===== src/rtl/model_config_mem_pkg.sv =====
// Shared constants for the model configuration memory.
//   - FSM state codes (also decoded by the scheduler side)
//   - indices of the capability words inside the config array
//   - decode_state(): maps the unused state code onto EMPTY
package model_config_mem_pkg;

  localparam logic [1:0] ST_EMPTY   = 2'd0;
  localparam logic [1:0] ST_LOADING = 2'd1;
  localparam logic [1:0] ST_READY   = 2'd2;

  localparam int unsigned CAP_NPU_IDX = 0;  // word holding npu_capability
  localparam int unsigned CAP_CIM_IDX = 1;  // word holding in_pipeline_cim_capability
  localparam int unsigned NUM_CAPS    = 2;

  // Code 3 is never produced, but anything that reads the state register
  // treats it as EMPTY so a corrupted register falls back to a safe state.
  function automatic logic [1:0] decode_state(input logic [1:0] s);
    return (s == 2'd3) ? ST_EMPTY : s;
  endfunction

endpackage


===== src/rtl/model_config_mem_if.sv =====
// Bus bundle between the host / scheduler side and model_config_mem.
//   host write channel : host_wr_valid_i/ready_o/addr_i/data_i/err_o
//   control pulses     : host_commit_i, host_unlock_i
//   scheduler read     : config_mem_addr_i, config_mem_read_valid_i,
//                        config_mem_read_data_o/ack_o/err_o
//   status             : npu_capability_o, in_pipeline_cim_capability_o,
//                        valid_words_o (AW+1 bits), state_o
// slave = memory side, master = host/scheduler side.
interface model_config_mem_if #(
  parameter int AW = 6
);
  logic          host_wr_valid_i;
  logic          host_wr_ready_o;
  logic [31:0]   host_wr_addr_i;
  logic [31:0]   host_wr_data_i;
  logic          host_wr_err_o;
  logic          host_commit_i;
  logic          host_unlock_i;
  logic [31:0]   config_mem_addr_i;
  logic          config_mem_read_valid_i;
  logic [31:0]   config_mem_read_data_o;
  logic          config_mem_read_ack_o;
  logic          config_mem_read_err_o;
  logic [31:0]   npu_capability_o;
  logic [31:0]   in_pipeline_cim_capability_o;
  logic [AW:0]   valid_words_o;
  logic [1:0]    state_o;

  modport slave (
    input  host_wr_valid_i, host_wr_addr_i, host_wr_data_i,
    input  host_commit_i, host_unlock_i,
    input  config_mem_addr_i, config_mem_read_valid_i,
    output host_wr_ready_o, host_wr_err_o,
    output config_mem_read_data_o, config_mem_read_ack_o, config_mem_read_err_o,
    output npu_capability_o, in_pipeline_cim_capability_o,
    output valid_words_o, state_o
  );

  modport master (
    output host_wr_valid_i, host_wr_addr_i, host_wr_data_i,
    output host_commit_i, host_unlock_i,
    output config_mem_addr_i, config_mem_read_valid_i,
    input  host_wr_ready_o, host_wr_err_o,
    input  config_mem_read_data_o, config_mem_read_ack_o, config_mem_read_err_o,
    input  npu_capability_o, in_pipeline_cim_capability_o,
    input  valid_words_o, state_o
  );
endinterface


===== src/rtl/config_word_ram.sv =====
// Config word storage: DEPTH x 32, one write port, one read port,
// synchronous (registered) read, no reset on contents or read data.
//   clk_i      clock
//   wr_en_i    write strobe, wr_addr_i / wr_data_i
//   rd_en_i    read strobe, rd_addr_i; rd_data_o valid the next cycle
module config_word_ram #(
  parameter int DEPTH = 64,
  parameter int AW    = 6
) (
  input  logic          clk_i,
  input  logic          wr_en_i,
  input  logic [AW-1:0] wr_addr_i,
  input  logic [31:0]   wr_data_i,
  input  logic          rd_en_i,
  input  logic [AW-1:0] rd_addr_i,
  output logic [31:0]   rd_data_o
);

  logic [31:0] mem_reg [DEPTH];
  logic [31:0] rd_data_reg;

  always_ff @(posedge clk_i) begin
    if (wr_en_i) begin
      mem_reg[wr_addr_i] <= wr_data_i;
    end
    if (rd_en_i) begin
      rd_data_reg <= mem_reg[rd_addr_i];
    end
  end

  assign rd_data_o = rd_data_reg;

endmodule


===== src/rtl/model_config_mem.sv =====
// Model configuration memory.
// The host fills a word array (EMPTY -> LOADING), commits it (LOADING ->
// READY, capability words latched) and later unlocks it (READY -> EMPTY).
// The scheduler reads words with a fixed one-cycle latency; reads are only
// successful in READY and below the highest written index plus one.
//   clk_i  clock, rising edge
//   rst_i  synchronous active-high reset
//   bus    model_config_mem_if.slave (host write, control, scheduler read,
//          status outputs)
module model_config_mem
  import model_config_mem_pkg::*;
#(
  parameter int DEPTH = 64,
  parameter int AW    = 6
) (
  input  logic               clk_i,
  input  logic               rst_i,
  model_config_mem_if.slave  bus
);

  logic [1:0]    state_reg, state_next, state_cur;
  logic [AW:0]   valid_words_reg;
  logic          wr_err_reg;
  logic          rd_ack_reg;
  logic          rd_err_reg;
  logic [31:0]   cap_reg  [NUM_CAPS];
  logic [31:0]   cap_word [NUM_CAPS];

  logic          wr_accept, wr_in_range, wr_store;
  logic [AW-1:0] wr_idx;
  logic [AW:0]   wr_extent;
  logic          commit_fire, unlock_fire;
  logic          rd_ok;
  logic [31:0]   ram_rd_data;

  assign state_cur = decode_state(state_reg);

  // Writes stall (not drop) while READY; nothing is taken during reset.
  assign wr_accept   = bus.host_wr_valid_i && (state_cur != ST_READY) && !rst_i;
  assign wr_in_range = (bus.host_wr_addr_i[31:AW] == '0);
  assign wr_store    = wr_accept && wr_in_range;
  assign wr_idx      = bus.host_wr_addr_i[AW-1:0];
  assign wr_extent   = {1'b0, wr_idx} + (AW+1)'(1);

  assign commit_fire = bus.host_commit_i && (state_cur == ST_LOADING);
  assign unlock_fire = bus.host_unlock_i && (state_cur == ST_READY);

  // Read outcome is decided from the state at request time, so a read in
  // the unlock cycle still sees READY and a read in the commit cycle does not.
  assign rd_ok = (state_cur == ST_READY) &&
                 (bus.config_mem_addr_i < 32'(valid_words_reg));

  config_word_ram #(
    .DEPTH (DEPTH),
    .AW    (AW)
  ) u_ram (
    .clk_i     (clk_i),
    .wr_en_i   (wr_store),
    .wr_addr_i (wr_idx),
    .wr_data_i (bus.host_wr_data_i),
    .rd_en_i   (bus.config_mem_read_valid_i && rd_ok && !rst_i),
    .rd_addr_i (bus.config_mem_addr_i[AW-1:0]),
    .rd_data_o (ram_rd_data)
  );

  // Capability words are mirrored in registers as they are written so the
  // commit can latch them without a second RAM read port. A write to the
  // same word in the commit cycle is forwarded. The mirrors follow the array
  // exactly: neither is cleared by reset or unlock.
  for (genvar gi = 0; gi < NUM_CAPS; gi++) begin : g_cap
    localparam int unsigned WORD_IDX = (gi == 0) ? CAP_NPU_IDX : CAP_CIM_IDX;
    logic [31:0] shadow_reg;
    logic        hit;

    assign hit = wr_store && (wr_idx == AW'(WORD_IDX));

    always_ff @(posedge clk_i) begin
      if (hit) begin
        shadow_reg <= bus.host_wr_data_i;
      end
    end

    assign cap_word[gi] = hit ? bus.host_wr_data_i : shadow_reg;
  end

  always_comb begin
    state_next = state_cur;
    case (state_cur)
      ST_EMPTY:   if (wr_accept)   state_next = ST_LOADING;
      ST_LOADING: if (commit_fire) state_next = ST_READY;
      ST_READY:   if (unlock_fire) state_next = ST_EMPTY;
      default:                     state_next = ST_EMPTY;
    endcase
  end

  always_ff @(posedge clk_i) begin
    if (rst_i) begin
      state_reg       <= ST_EMPTY;
      valid_words_reg <= '0;
      wr_err_reg      <= 1'b0;
      rd_ack_reg      <= 1'b0;
      rd_err_reg      <= 1'b0;
      for (int i = 0; i < NUM_CAPS; i++) begin
        cap_reg[i] <= '0;
      end
    end else begin
      state_reg  <= state_next;
      wr_err_reg <= wr_accept && !wr_in_range;
      rd_ack_reg <= bus.config_mem_read_valid_i;
      rd_err_reg <= bus.config_mem_read_valid_i && !rd_ok;

      if (unlock_fire) begin
        valid_words_reg <= '0;
      end else if (wr_store && (wr_extent > valid_words_reg)) begin
        valid_words_reg <= wr_extent;
      end

      for (int i = 0; i < NUM_CAPS; i++) begin
        if (commit_fire) begin
          cap_reg[i] <= cap_word[i];
        end else if (unlock_fire) begin
          cap_reg[i] <= '0;
        end
      end
    end
  end

  // While rst_i is high every output already shows its reset value, so a
  // read response that was in flight when reset arrived never appears.
  assign bus.host_wr_ready_o              = wr_accept;
  assign bus.host_wr_err_o                = wr_err_reg && !rst_i;
  assign bus.config_mem_read_ack_o        = rd_ack_reg && !rst_i;
  assign bus.config_mem_read_err_o        = rd_err_reg && !rst_i;
  assign bus.config_mem_read_data_o       = (rd_ack_reg && !rd_err_reg && !rst_i) ?
                                            ram_rd_data : 32'd0;
  assign bus.npu_capability_o             = rst_i ? 32'd0 : cap_reg[CAP_NPU_IDX];
  assign bus.in_pipeline_cim_capability_o = rst_i ? 32'd0 : cap_reg[CAP_CIM_IDX];
  assign bus.valid_words_o                = rst_i ? '0 : valid_words_reg;
  assign bus.state_o                      = rst_i ? ST_EMPTY : state_cur;

endmodule

===== src/flat_wrapper.sv =====
// flat-port wrapper written by rule: the top's interface ports become plain ports
module model_config_mem_flat import model_config_mem_pkg::*;
#(
  parameter int DEPTH = 64,
  parameter int AW    = 6
)
  (clk_i, rst_i, bus_host_wr_valid_i, bus_host_wr_addr_i, bus_host_wr_data_i, bus_host_commit_i, bus_host_unlock_i, bus_config_mem_addr_i, bus_config_mem_read_valid_i, bus_host_wr_ready_o, bus_host_wr_err_o, bus_config_mem_read_data_o, bus_config_mem_read_ack_o, bus_config_mem_read_err_o, bus_npu_capability_o, bus_in_pipeline_cim_capability_o, bus_valid_words_o, bus_state_o);
  model_config_mem_if #(.AW(AW)) bus_i ();
  input  logic clk_i;
  input  logic rst_i;
  input wire logic [$bits(bus_i.host_wr_valid_i)-1:0] bus_host_wr_valid_i;
  input wire logic [$bits(bus_i.host_wr_addr_i)-1:0] bus_host_wr_addr_i;
  input wire logic [$bits(bus_i.host_wr_data_i)-1:0] bus_host_wr_data_i;
  input wire logic [$bits(bus_i.host_commit_i)-1:0] bus_host_commit_i;
  input wire logic [$bits(bus_i.host_unlock_i)-1:0] bus_host_unlock_i;
  input wire logic [$bits(bus_i.config_mem_addr_i)-1:0] bus_config_mem_addr_i;
  input wire logic [$bits(bus_i.config_mem_read_valid_i)-1:0] bus_config_mem_read_valid_i;
  output wire logic [$bits(bus_i.host_wr_ready_o)-1:0] bus_host_wr_ready_o;
  output wire logic [$bits(bus_i.host_wr_err_o)-1:0] bus_host_wr_err_o;
  output wire logic [$bits(bus_i.config_mem_read_data_o)-1:0] bus_config_mem_read_data_o;
  output wire logic [$bits(bus_i.config_mem_read_ack_o)-1:0] bus_config_mem_read_ack_o;
  output wire logic [$bits(bus_i.config_mem_read_err_o)-1:0] bus_config_mem_read_err_o;
  output wire logic [$bits(bus_i.npu_capability_o)-1:0] bus_npu_capability_o;
  output wire logic [$bits(bus_i.in_pipeline_cim_capability_o)-1:0] bus_in_pipeline_cim_capability_o;
  output wire logic [$bits(bus_i.valid_words_o)-1:0] bus_valid_words_o;
  output wire logic [$bits(bus_i.state_o)-1:0] bus_state_o;
  assign bus_i.host_wr_valid_i = bus_host_wr_valid_i;
  assign bus_i.host_wr_addr_i = bus_host_wr_addr_i;
  assign bus_i.host_wr_data_i = bus_host_wr_data_i;
  assign bus_i.host_commit_i = bus_host_commit_i;
  assign bus_i.host_unlock_i = bus_host_unlock_i;
  assign bus_i.config_mem_addr_i = bus_config_mem_addr_i;
  assign bus_i.config_mem_read_valid_i = bus_config_mem_read_valid_i;
  assign bus_host_wr_ready_o = bus_i.host_wr_ready_o;
  assign bus_host_wr_err_o = bus_i.host_wr_err_o;
  assign bus_config_mem_read_data_o = bus_i.config_mem_read_data_o;
  assign bus_config_mem_read_ack_o = bus_i.config_mem_read_ack_o;
  assign bus_config_mem_read_err_o = bus_i.config_mem_read_err_o;
  assign bus_npu_capability_o = bus_i.npu_capability_o;
  assign bus_in_pipeline_cim_capability_o = bus_i.in_pipeline_cim_capability_o;
  assign bus_valid_words_o = bus_i.valid_words_o;
  assign bus_state_o = bus_i.state_o;
  model_config_mem #(.DEPTH(DEPTH), .AW(AW)) u_core (.clk_i(clk_i), .rst_i(rst_i), .bus(bus_i));
endmodule

===== config.mk =====
export PLATFORM = sky130hd
export DESIGN_NAME = model_config_mem_flat
export DESIGN_NICKNAME = d
export VERILOG_FILES = /design/src/rtl/model_config_mem_pkg.sv /design/src/rtl/model_config_mem_if.sv /design/src/rtl/config_word_ram.sv /design/src/rtl/model_config_mem.sv /design/src/flat_wrapper.sv
export SDC_FILE = /design/constraint.sdc
export NUM_CORES = 2
export LEC_CHECK = 0
export ABC_CLOCK_PERIOD_IN_PS = 6950
export CAP_MARGIN = 25
export CORE_MARGIN = 3
export CORE_UTILIZATION = 45
export DETAILED_ROUTE_END_ITERATION = 7
export SLEW_MARGIN = 25
export SYNTH_ARGS = -nofsm -noshare
export SYNTH_HDL_FRONTEND = slang
export SYNTH_SLANG_ARGS = --single-unit

===== constraint.sdc =====
create_clock -name clk_i -period 6.95 [get_ports clk_i]
set_input_delay 0.695 -clock clk_i [delete_from_list [all_inputs] [get_ports clk_i]]
set_output_delay 0.695 -clock clk_i [all_outputs]
set_load 0.03 [all_outputs]

---- After elaboration in Yosys (flattened, before gate mapping) ----
Memory sizes are Yosys's and may differ from the RTL's. A register that Yosys moved wholly into a read port is not among the register bits.
Cells that the tools add are included.
cells by class
  reduce and logical (&&, ||, !) cells .... 26
  bitwise logic cells ..................... 4
  equal/unequal tests ..................... 5
  add/subtract/negate cells ............... 1
  muxes and demuxes ....................... 27
  order comparisons ....................... 2
operator list
  operator                                             count
  two-way mux 32 bit                                   9
  less-than comparator 32 x 7 -> 1 bit                 1
  logical NOT 26 bit                                   1
  logical AND 1 bit                                    18
  two-way mux 1 bit                                    11
  two-way mux 2 bit                                    5
  adder 6 x 1 -> 7 bit, second input constant          1
  greater-than comparator 7 bit                        1
  two-way mux 7 bit                                    1
  equality test 6 x 1 -> 1 bit, second input constant  1
  logical NOT 6 bit                                    1
  one-hot mux 2 bit (3 select lines)                   1
  equality test 2 bit, second input constant           2
  logical NOT 1 bit                                    4
  OR 1 bit                                             4
  equality test 2 x 1 -> 1 bit, second input constant  1
  logical NOT 2 bit                                    1
  inequality test 2 bit, second input constant         1
  OR reduction 2 bit                                   1
word-level totals
  bits in writable memories ............... 2112
  memories kept ........................... 2
  flip-flop bits (word level) ............. 76
  output and inout port bits .............. 109
  logic and storage cells ................. 74
memories
  name                  depth  width  read ports  clocked after memory_dff  wr ports  line                    text
  u_core.u_ram.mem_reg  64     32     1           1                         1         config_word_ram.sv:19   logic [31:0] mem_reg [DEPTH];
  u_core.cap_reg        2      32     2           0                         2         model_config_mem.sv:26  logic [31:0] cap_reg [NUM_CAPS];

---- Depth between registers and ports, before layout ----
  word-level depth ........................ 10
  depth in mapped cells ................... 11
  mapped depth without buffers ............ 9

---- Cells and area by module ----
A second synthesis with hierarchy kept.
unflattened totals
  cells, all modules ...................... 3964
  area, all modules ....................... 85097.9 µm²
by module, submodules not included
  module            instances  seq. area each (µm²)  cells an instance  area an instance (µm²)
  config_word_ram   1          62459.9               3324               78835.6
  model_config_mem  1          3123.0                640                6262.3

---- Worst setup path before layout ----
No wires, ideal clock.
  kind .................................... input to register
  start ................................... input rst_i
  end ..................................... memory u_core.u_ram.mem_reg[51][0] (enable)
  data required time ...................... 6529 ps
  buffers on the path ..................... 1
  stages on the path ...................... 5
  path slack .............................. 3180 ps
  arrival time ............................ 3348 ps
  library setup time ...................... 421 ps
  cell sequence ........................... buf_2 or3b_4 nor4_4 nand3_1 nor2_1
between the ends
  word-level cells in the longest chain between the ends .. 5
ends and longest elaborated chain
  item                                     line                    text
  start: declaration                       flat_wrapper.sv:10      input logic rst_i;
  logical NOT 1 bit                        model_config_mem.sv:39  assign wr_accept = bus.host_wr_valid_i && (state_cur != ST_READY) && !rst_i;
  logical AND 1 bit                        model_config_mem.sv:39
  logical AND 1 bit                        model_config_mem.sv:41  assign wr_store = wr_accept && wr_in_range;
  two-way mux 1 bit                        config_word_ram.sv:23   if (wr_en_i) begin
  two-way mux 1 bit (implied by the code)  config_word_ram.sv:24   mem_reg[wr_addr_i] <= wr_data_i;
  end: declaration                         config_word_ram.sv:19
No other way between the ends.

---- Worst setup path in the final report ----
  start ................................... register u_core.state_reg[0]
  end ..................................... memory u_core.u_ram.mem_reg[4][19] (enable)
between the ends
  word-level cells in the longest chain between the ends .. 8
ends and longest elaborated chain
  item                                       line                        text
  start: declaration                         model_config_mem.sv:21      logic [1:0] state_reg, state_next, state_cur;
  start signal: assignment                   model_config_mem.sv:107     state_reg <= state_next;
  equality test 2 bit                        model_config_mem_pkg.sv:18  return (s == 2'd3) ? ST_EMPTY : s;
  two-way mux 2 bit *                        model_config_mem_pkg.sv:18
  inequality test 2 bit *                    model_config_mem.sv:39
  logical AND 1 bit * (2 in a row)           model_config_mem.sv:39
  logical AND 1 bit *                        model_config_mem.sv:41
  two-way mux 1 bit *                        config_word_ram.sv:23
  two-way mux 1 bit (implied by the code) *  config_word_ram.sv:24
Every way passes the cells marked *; elsewhere a longest branch is shown, timed or not.

==> tab_implementation.tex <==
\begin{tabular}{lr}
\hline
Metric & Value \\
\hline
\multicolumn{2}{l}{\textbf{CTS}} \\
\quad Clock tree from TritonCTS & done \\
\quad \# hold bufs at CTS & 0 \\
\quad CTS sink cnt & 2220 \\
\quad CTS Buffer Depth & 3 \\
\quad Number of gates resized after cts & 0 \\
\quad Cell at the root of the clock tree & sky130\_fd\_sc\_hd\_\_clkbuf\_16 \\
\quad Clock transition at path regs & 60 ps \\
\quad Number of levels the H-tree was split into & 4 \\
\quad Insertion delay to the later sink of the worst-skew pair & 850 ps \\
\quad Clock buffer count from CTS & 218 \\
\quad Buffers inserted by post-CTS timing repair & 0 \\
\multicolumn{2}{l}{\textbf{GRT}} \\
\quad Initial antenna violation count & 17 \\
\quad Pin count of the biggest net entering global routing & 82 \\
\quad Overall track demand over capacity in global routing & 24.4\% \\
\quad First-pass GRT wire length & 329 mm \\
\quad Vias in the first global route & 41800 \\
\quad Aggregate global routing overflow & 0 \\
\multicolumn{2}{l}{\textbf{Route}} \\
\quad Detailed Route WL & 235 mm \\
\quad Routed via count & 42200 \\
\quad Initial drt markers & 5851 \\
\quad ANT nets after route & 0 \\
\quad Detailed-route wire length on metal 1 & 97.8 mm \\
\quad Met3 wire length & 22.6 mm \\
\quad DRC errors left & 0 \\
\quad Router iterations before antenna repair & 6 \\
\quad Routed wirelength normalized by instance count & 33.9 µm \\
\quad Top layer reached by signal wires & met5 \\
\quad Routed length on met2 & 107 mm \\
\quad Vias per Instance & 6.10 \\
\multicolumn{2}{l}{\textbf{Synthesis}} \\
\quad Number of synthesized register bits & 2220 \\
\quad Cell area after synthesis & 84500 µm² \\
\quad Fraction of registers with async set/reset & 0\% \\
\quad Instance count of the mapped netlist & 3883 \\
\quad Number of warning messages in the yosys log & 0 \\
\quad Syn\_nets & 4005 \\
\quad Commonest register cell after synthesis & sky130\_fd\_sc\_hd\_\_edfxtp\_1 \\
\quad Sequential cell area fraction in the yosys report & 77.6\% \\
\quad Number of flops mapped to enable cells by yosys & 2112 \\
\quad Synthesized area per cell & 21.8 µm² \\
\quad Unique masters post-synth & 50 \\
\multicolumn{2}{l}{\textbf{Setup path}} \\
\quad Critical path peak fanout & 23 \\
\quad Data arrival time of the critical path & 4760 ps \\
\quad CP endpoint & u\_core.u\_ram.mem\_reg[4][19]\$\_DFFE\_PP\_ \\
\quad Startpoint types & flop \\
\quad CP Class & reg -> reg \\
\quad Launch point of the worst reg-to-reg path & u\_core.state\_reg[0]\$\_SDFF\_PP0\_ \\
\quad Critical Path Start & u\_core.state\_reg[0]\$\_SDFF\_PP0\_ \\
\quad Capture instance of the worst register-to-register path & u\_core.u\_ram.mem\_reg[4][19]\$\_DFFE\_PP\_ \\
\quad Worst setup slack for register-to-register paths & 2740 ps \\
\quad Depth of the most critical reg-to-reg path & 7 \\
\quad Required arrival time at the worst endpoint & 7500 ps \\
\quad Type of element capturing the critical path & flop \\
\multicolumn{2}{l}{\textbf{Placement}} \\
\quad Port Buffers & 210 \\
\quad Detail Placement HPWL & 143 mm \\
\quad Cell count after placement & 6505 \\
\quad Placer congestion estimate & 0.876 \\
\multicolumn{2}{l}{\textbf{STA}} \\
\quad Slew Viols, Final & 0 \\
\quad Number of endpoints failing setup at the final stage & 0 \\
\quad Max Freq & 238 MHz \\
\quad Measured slew at the worst slew-check pin & 1070 ps \\
\quad Max-Slew Margin vs Limit & 28.8\% \\
\quad Final period utilization & 60.5\% \\
\quad Final clock skew & 29.7 ps \\
\quad Endpoints failing hold & 0 \\
\quad Minimum clock period after layout & 4210 ps \\
\quad Setup TNS & 0 ps \\
\quad Unrepaired setup endpoints after global routing & no \\
\quad Final-layout worst hold slack & 205 ps \\
\multicolumn{2}{l}{\textbf{Finish}} \\
\quad Largest register FFs & 2048 \\
\quad Layout-stage area growth over the synthesis result & 16.3\% \\
\quad Multi-input logic area & 18500 µm² \\
\quad Fraction of layout instances using a drive strength above 1 & 25.6\% \\
\quad Layout Nets & 4380 \\
\quad Post-Route Utilization & 52.8\% \\
\quad Layout Cells excl Fill & 6922 \\
\quad Storage element area & 65600 µm² \\
\quad Number of fillers in the final layout & 14300 \\
\multicolumn{2}{l}{\textbf{Outcome}} \\
\quad Result of the run & finished, final reports clean \\
\multicolumn{2}{l}{\textbf{Floorplan}} \\
\quad Row count & 158 \\
\quad Die Width & 439 µm \\
\quad Std-Cell Core Area & 186000 µm² \\
\quad Die Y-Extent & 439 µm \\
\quad Count of pins on the block boundary & 211 \\
\quad Area of the die & 193000 µm² \\
\quad Initial Utilization & 45.4\% \\
\multicolumn{2}{l}{\textbf{Flow run}} \\
\quad Number of max-capacitance violations reported & 0 \\
\multicolumn{2}{l}{\textbf{Pwr}} \\
\quad Worst VDD drop & 0.253 mV \\
\quad Final Power & 27.6 mW \\
\quad Power density of the placed cells & 281 nW/µm² \\
\quad Static leakage power & 31.0 nW \\
\multicolumn{2}{l}{\textbf{Min path}} \\
\quad Tightest Hold Check Type & in -> reg \\
\hline
\end{tabular}
cell type report:
class	count	share of cell area, %
Sequential cell	2220	66.7
Clock buffer	273	5.87
Clock inverter	128	1.16
Inverter	16	0.0611
Timing Repair Buffer	375	4.21
Tap cell	2480	3.16
Multi-Input combinational cell	1427	18.8
Antenna cell	3	0.00764
kinds of logic (layout without fill, tap and decap cells):
group / Yosys count / in the layout / synth area share (%)
simple gates: 385 / 385 / 2.39
buf+inv: 236 / 792 / 1.17
compound gates: 385 / 385 / 3.20
other cells: 0 / 3 / 0
fa+ha+maj: 20 / 20 / 0.296
xor+xnor: 4 / 4 / 0.0415
flops: 2220 / 2220 / 77.6
mux: 633 / 633 / 15.3
per-stage QoR:
| stage | setup WS, ps | area [µm²] |
|---|---|---|
| 2_1_floorplan | 3180 | 84500 |
| 4_1_cts | 2240 | 97900 |
| 3_3_place_gp | 1610 | 90200 |
| 3_5_place_dp | 1520 | 91000 |
| 5_1_grt | 2610 | 98300 |
| 6_report | 2740 | 98300 |
report_power, final:
group,switching (mW),leakage (nW),internal [mW]
Combinational,1.01,7.70,0.478
Clock,5.00,3.38,6.49
Sequential,0.00385,19.9,14.6
worst min path at each step:
stage / startpoint / endpoint / slack, ps / cells past startpoint
2_1_floorplan: u_core.g_cap[0].shadow_reg[10]$_DFF_P_ / u_core.g_cap[0].shadow_reg[10]$_DFF_P_ / 430 / 1
3_3_place_gp: u_core.g_cap[0].shadow_reg[24]$_DFF_P_ / u_core.g_cap[0].shadow_reg[24]$_DFF_P_ / 440 / 1
3_5_place_dp: u_core.g_cap[0].shadow_reg[27]$_DFF_P_ / u_core.g_cap[0].shadow_reg[27]$_DFF_P_ / 440 / 1
4_1_cts: rst_i / u_core.wr_err_reg$_SDFF_PP0_ / 130 / 3
5_1_grt: rst_i / u_core.wr_err_reg$_SDFF_PP0_ / 190 / 3
6_report: rst_i / u_core.wr_err_reg$_SDFF_PP0_ / 200 / 3
worst max-delay path: stages, from the launching register on:
cell and delay [ps]:
sky130_fd_sc_hd__dfxtp_1 360, sky130_fd_sc_hd__inv_1 80, sky130_fd_sc_hd__ha_1 270, sky130_fd_sc_hd__or3b_4 440, sky130_fd_sc_hd__nor3_2 540, sky130_fd_sc_hd__nand3_2 890
sky130_fd_sc_hd__nor2_4 980, sky130_fd_sc_hd__buf_4 330
metal layers:
layer / vias up / GRT usage [%]
met5: - / 0
li1: 17100 / -
met3: 281 / 5.65
met2: 2145 / 36.4
met4: 2 / 7.30
met1: 22700 / 36.1
cells in the mapped netlist (all sizes together) (20+ instances only):
master	n	area, µm²
edfxtp	2112	63400
mux4	509	11500
clkbuf	125	469
nor2	123	462
a21oi	118	591
dfxtp	108	2160
buf	95	460
a22o	84	736
nor2b	84	526
and2	69	432
mux2	65	845
o22ai	62	388
a221oi	61	534
mux2i	59	591
nand2	42	158
o221ai	28	245
ha	20	250
cells in the final DEF, fill, tap and decap left out, types with 56 or more instances in the layout:
master                            count
sky130_fd_sc_hd__o22ai_1             62
sky130_fd_sc_hd__dfxtp_1            108
sky130_fd_sc_hd__nor2_4              67
sky130_fd_sc_hd__clkdlybuf4s50_1    173
sky130_fd_sc_hd__clkinv_1            56
sky130_fd_sc_hd__a22o_1              84
sky130_fd_sc_hd__a221oi_1            61
sky130_fd_sc_hd__a21oi_1            117
sky130_fd_sc_hd__mux2i_1             59
sky130_fd_sc_hd__buf_4              119
sky130_fd_sc_hd__nor2_1              56
sky130_fd_sc_hd__nor2b_1             80
sky130_fd_sc_hd__clkbuf_16          221
sky130_fd_sc_hd__and2_1              68
sky130_fd_sc_hd__mux4_2             509
sky130_fd_sc_hd__edfxtp_1          2112
Power figures use the tool's default switching activity.
